**src/rtl/network_interface.sv**
```systemverilog
// Network interface between a mesh router's local port and its core: packetizes
// core events toward the router, depacketizes router traffic toward the core.
module network_interface #(
    parameter int ROUTER_ADDR_WIDTH = 4,
    parameter int FIFO_DEPTH        = 4,
    localparam int AW               = ROUTER_ADDR_WIDTH,
    localparam int PW               = 32 - 2*ROUTER_ADDR_WIDTH
) (
    input  logic          clk,
    input  logic          rst_n,
    input  logic [AW-1:0] router_addr,
    input  logic [AW-1:0] core_tx_dest,
    input  logic [PW-1:0] core_tx_payload,
    input  logic          core_tx_valid,
    output logic          core_tx_ready,
    output logic [31:0]   net_tx_packet,
    output logic          net_tx_valid,
    input  logic          net_tx_ready,
    input  logic [31:0]   net_rx_packet,
    input  logic          net_rx_valid,
    output logic          net_rx_ready,
    output logic [AW-1:0] core_rx_src,
    output logic [PW-1:0] core_rx_payload,
    output logic          core_rx_valid,
    input  logic          core_rx_ready,
    input  logic          stats_clear,
    output logic [15:0]   tx_sent_cnt,
    output logic [15:0]   rx_recv_cnt,
    output logic [15:0]   rx_drop_cnt
);

    localparam int IW   = $clog2(FIFO_DEPTH);
    localparam int PTRW = IW + 1;
    localparam int RXW  = AW + PW;

    logic [31:0]     tx_mem [FIFO_DEPTH];
    logic [RXW-1:0]  rx_mem [FIFO_DEPTH];
    logic [PTRW-1:0] tx_wr_ptr, tx_rd_ptr, rx_wr_ptr, rx_rd_ptr;
    logic            tx_full, tx_empty, rx_full, rx_empty;
    logic            tx_push, tx_pop, rx_hs, rx_match, rx_push, rx_drop, rx_pop;

    // Extra pointer MSB distinguishes full from empty when the index bits match.
    assign tx_full  = (tx_wr_ptr[PTRW-1] != tx_rd_ptr[PTRW-1]) &&
                      (tx_wr_ptr[IW-1:0] == tx_rd_ptr[IW-1:0]);
    assign tx_empty = (tx_wr_ptr == tx_rd_ptr);
    assign rx_full  = (rx_wr_ptr[PTRW-1] != rx_rd_ptr[PTRW-1]) &&
                      (rx_wr_ptr[IW-1:0] == rx_rd_ptr[IW-1:0]);
    assign rx_empty = (rx_wr_ptr == rx_rd_ptr);

    assign core_tx_ready = !tx_full;
    assign net_tx_valid  = !tx_empty;
    assign net_tx_packet = tx_mem[tx_rd_ptr[IW-1:0]];
    assign net_rx_ready  = !rx_full;
    assign core_rx_valid = !rx_empty;
    assign core_rx_src     = rx_mem[rx_rd_ptr[IW-1:0]][RXW-1:PW];
    assign core_rx_payload = rx_mem[rx_rd_ptr[IW-1:0]][PW-1:0];

    assign tx_push  = core_tx_valid && core_tx_ready;
    assign tx_pop   = net_tx_valid && net_tx_ready;
    assign rx_hs    = net_rx_valid && net_rx_ready;
    assign rx_match = (net_rx_packet[31 -: AW] == router_addr);
    assign rx_push  = rx_hs && rx_match;
    assign rx_drop  = rx_hs && !rx_match;
    assign rx_pop   = core_rx_valid && core_rx_ready;

    always_ff @(posedge clk or negedge rst_n) begin
        if (!rst_n) begin
            tx_wr_ptr <= '0;
            tx_rd_ptr <= '0;
            rx_wr_ptr <= '0;
            rx_rd_ptr <= '0;
        end else begin
            if (tx_push) tx_wr_ptr <= tx_wr_ptr + PTRW'(1);
            if (tx_pop)  tx_rd_ptr <= tx_rd_ptr + PTRW'(1);
            if (rx_push) rx_wr_ptr <= rx_wr_ptr + PTRW'(1);
            if (rx_pop)  rx_rd_ptr <= rx_rd_ptr + PTRW'(1);
        end
    end

    // Storage needs no reset; contents are only observed behind a valid.
    always_ff @(posedge clk) begin
        if (tx_push) tx_mem[tx_wr_ptr[IW-1:0]] <= {core_tx_dest, router_addr, core_tx_payload};
        if (rx_push) rx_mem[rx_wr_ptr[IW-1:0]] <= net_rx_packet[RXW-1:0];
    end

    // Saturating debug counters; a clear overrides any same-cycle increment.
    always_ff @(posedge clk or negedge rst_n) begin
        if (!rst_n) begin
            tx_sent_cnt <= '0;
            rx_recv_cnt <= '0;
            rx_drop_cnt <= '0;
        end else if (stats_clear) begin
            tx_sent_cnt <= '0;
            rx_recv_cnt <= '0;
            rx_drop_cnt <= '0;
        end else begin
            if (tx_pop && tx_sent_cnt != 16'hFFFF)  tx_sent_cnt <= tx_sent_cnt + 16'd1;
            if (rx_push && rx_recv_cnt != 16'hFFFF) rx_recv_cnt <= rx_recv_cnt + 16'd1;
            if (rx_drop && rx_drop_cnt != 16'hFFFF) rx_drop_cnt <= rx_drop_cnt + 16'd1;
        end
    end

endmodule

```
**config.mk**
```make
export PLATFORM = sky130hd
export DESIGN_NAME = network_interface
export DESIGN_NICKNAME = d
export VERILOG_FILES = /design/src/rtl/network_interface.sv
export SDC_FILE = /design/constraint.sdc
export NUM_CORES = 1
export LEC_CHECK = 0
export CAP_MARGIN = 20
export CELL_PAD_IN_SITES_DETAIL_PLACEMENT = 1
export CELL_PAD_IN_SITES_GLOBAL_PLACEMENT = 1
export CORE_ASPECT_RATIO = 1.1
export CORE_MARGIN = 10
export CORE_UTILIZATION = 25
export CTS_CLUSTER_DIAMETER = 30
export DETAILED_ROUTE_END_ITERATION = 12
export HOLD_SLACK_MARGIN = 0.1
export PLACE_DENSITY_LB_ADDON = 0.1
export RECOVER_POWER = 100
export SLEW_MARGIN = 40
export SYNTH_ARGS = -nofsm -noshare
export SYNTH_HDL_FRONTEND = slang
export SYNTH_SLANG_ARGS = --single-unit
```
**constraint.sdc**
```tcl
create_clock -name clk -period 4.7 [get_ports clk]
set_input_delay 1.175 -clock clk [delete_from_list [all_inputs] [get_ports clk]]
set_output_delay 1.175 -clock clk [all_outputs]
set_load 0.05 [all_outputs]
```
==> run metrics <==
run status finished with violations; failing checks capacitance limit, slew limit; first-pass GRT wire length 50,540 um; Clock Sinks 300; DR vias around 7,100; Max clock buf depth 3; depth of the CTS H-tree 3; Core ar. around 48,000 um2; TritonCTS clock tree done; syn_area_per_cell approximately 18 um2; Syn Inst Count 670; drt pass-1 iters 4; Fin Clk Skew ~0.023 ns; ys flop type edfxtp_1; Critical Path RT around 3.5 ns; Root Buffer Master clkbuf_16; Fin. Hold Viols 0; Period minus WS final 4.301 ns; HP Class reg -> reg; multiplexer area fraction after synthesis 11.85%; Remaining Overflow, GRT 0; Final nets between 1,000 and 1,500; most common cell after layout, fill and taps aside edfxtp_1; Post-Route WL between 30,000 and 40,000 um; Synth Cell Area ~12,000 um2; hold buffers post-CTS 0; Syn Nets between 700 and 800; Netlist cell types 45; synthesis-stage register bit count 300; WS Path Type reg -> out; yosys synthesis warning count 0; Die X about 230 um; Post-synth EDFFs 240; Die Height 249.4 um; Slew Limit Fails approximately 140; period utilization 91.52%; Worst Min Path Start rx_wr_ptr[2]; Num CTS Buffers 77; Power Total approximately 12 mW; r2r worst-path depth 4; largest net degree at the start of global routing 36; largest family of logic cells by synthesized area multiplexers; post-detail-place hpwl roughly 21,000 um; Final WS setup 0.3985 ns; hold_ws 0.4845 ns; post-synthesis sequential area ratio between 70 and 80%; area delta synth->final 43.81%; reg2reg start tx_rd_ptr[0]; Max Fclk between 0.2 and 0.25 GHz; clock slew seen by the registers of the worst setup and hold paths approximately 0.04 ns; Setup Fix Bufs, Post-CTS 0; Post-Route Setup TNS 0 ns; CP startpoint kind register; Post-DRT Antenna Nets 0; number of antenna violations at the first check in global routing 7; number of DRC markers in iteration 0 about 330; Setup Viol. Count Final 0; RSZ-0062 raised after global routing no; Post-Synth Adder-Cell Area ~1.4%; std cell rows between 80 and 90; wire length per cell 19.87 um; latest clock arrival within the worst-skew pair about 0.59 ns; share of layout cells above drive strength 1 19.84%; Max Cap Violations 5; WP data arrival 3.13 ns; Hold Path Stages 1; slew margin rel. -27.94%; Via density roughly 4.3; CP Capture Type output pin; Resize count post-CTS 0; Compound-Gate Fraction of Synth Area under 10%; Async S/R FF share, synth between 20% and 30%; Die ar. approximately 57,000 um2; Top-Level Pins 183; Worst Hold Path EP rx_wr_ptr[2]; worst slew pin tran between 1.5 and 2 ns; worst reg2reg setup slack between 1.5 and 2 ns; worst vdd ir 0.2908 mV; drt drc 0; FF-to-FF End tx_mem[0][23]; simple-gate share of the synthesized area under 10%; port bufs roughly 180; XOR/XNOR share of the synthesized area under 10%; Leakage 6.096 nW; vias in the first global route a little over 8,000; commonest non-fill, non-tap cells in the layout 240 x edfxtp_1, 166 x dlygate4sd3_1, 80 x clkbuf_16, 60 x mux4_2, 59 x dfrtp_1; routability-driven placement congestion ratio roughly 0.70; GRT Total Usage 11.56%; CP max FO 31; pre-CTS setup slack approximately 1.1 ns; Pwr Density 704.2 nW/um2; Starting Density roughly a quarter
## Yosys cell counts (all sizes together) (2+ instances only)
cell | count | area (um2)
nand2 | 29 | 108.9
or4 | 10 | 75.07
o21ai | 15 | 75.07
a31oi | 2 | 18.77
xor2 | 15 | 131.4
xnor2 | 20 | 175.2
and2 | 5 | 31.28
dfrtp | 60 | 1501
or2 | 2 | 12.52
o31ai | 11 | 82.58
and3 | 12 | 75.07
a21oi | 27 | 135.1
nand4 | 12 | 75.07
mux4 | 60 | 1351
nor2 | 29 | 108.9
nor2b | 3 | 18.77
mux2 | 5 | 56.30
ha | 13 | 162.7
and4 | 5 | 43.79
inv | 11 | 41.29
or3 | 15 | 93.84
edfxtp | 240 | 7207
nor3 | 8 | 40.04
nor4 | 6 | 37.54
clkbuf | 13 | 48.80
nand3 | 17 | 85.08
buf | 12 | 53.80
## kinds of logic (layout without fill, tap and decap cells)
| logic type | after synthesis | count (layout) |
|---|---|---|
| AOI/OAI and AO/OA | 63 | 63 |
| xor gates and xnor gates | 35 | 35 |
| adders and majority gates | 13 | 13 |
| buffers and inverters | 36 | 349 |
| DFF | 300 | 300 |
| muxes | 66 | 66 |
| other | 0 | 3 |
| and+or+nand+nor | 157 | 157 |
## critical path: stages (launching register included)
cell	delay (ns)
dfrtp_1	0.45
clkbuf_2	0.79
mux4_2	0.39
dlygate4sd3_1	0.89
## metal layers
metal  GRT usage, %  share of wire (%)  up-vias
met2          18.70                 49      190
met1          13.55                 42     3604
met3          4.085                6.8       64
li1               -                  -     3214
met4          5.354                2.3        8
met5              0               0.14        -
## worst max path at each step
stage	start	to	slack, ns
after global routing	tx_rd_ptr[1]	net_tx_packet[23]	0.24
after floorplan	router_addr[3]	rx_mem[3][0]	1.67
after global placement	tx_rd_ptr[0]	net_tx_packet[21]	1.16
after CTS	tx_rd_ptr[0]	net_tx_packet[20]	0.52
final	tx_rd_ptr[1]	net_tx_packet[25]	0.40
after detailed placement	tx_rd_ptr[0]	net_tx_packet[20]	1.14
## per-stage QoR
step	cell area, um2	cells	utilization, %
2_1_floorplan	11960	670	-
3_3_place_gp	14640	1490	30.76
3_5_place_dp	14660	1490	30.80
4_1_cts	17260	1628	36.25
5_1_grt	17190	1628	36.11
6_report	17200	1631	36.12
## power by group
part / switching (mW) / internal, mW / total, mW / leakage, nW
Combinational: 2.29 / 1.18 / 3.47 / 1.85
Clock: 1.53 / 3.66 / 5.19 / 1.26
Sequential: 0.181 / 3.27 / 3.45 / 2.99
Total: 4.00 / 8.11 / 12.1 / 6.10
## flip-flops by register name (all words and copies together), names as in the netlist
name,flops
tx_mem,128
rx_mem,112
rx_drop_cnt,16
rx_recv_cnt,16
tx_sent_cnt,16
rx_rd_ptr,3
rx_wr_ptr,3
tx_rd_ptr,3
tx_wr_ptr,3
## layout make-up
type	instances	area, um2
Clock inverter	40	454.2
Fill cell	4811	30410
Timing Repair Buffer	200	1919
Antenna cell	3	7.507
Multi-Input combinational cell	334	3119
Clock buffer	98	2140
Inverter	11	41.29
Sequential cell	300	8710
Tap cell	645	807.0
Note: power is estimated with default switching activity, not from simulation.
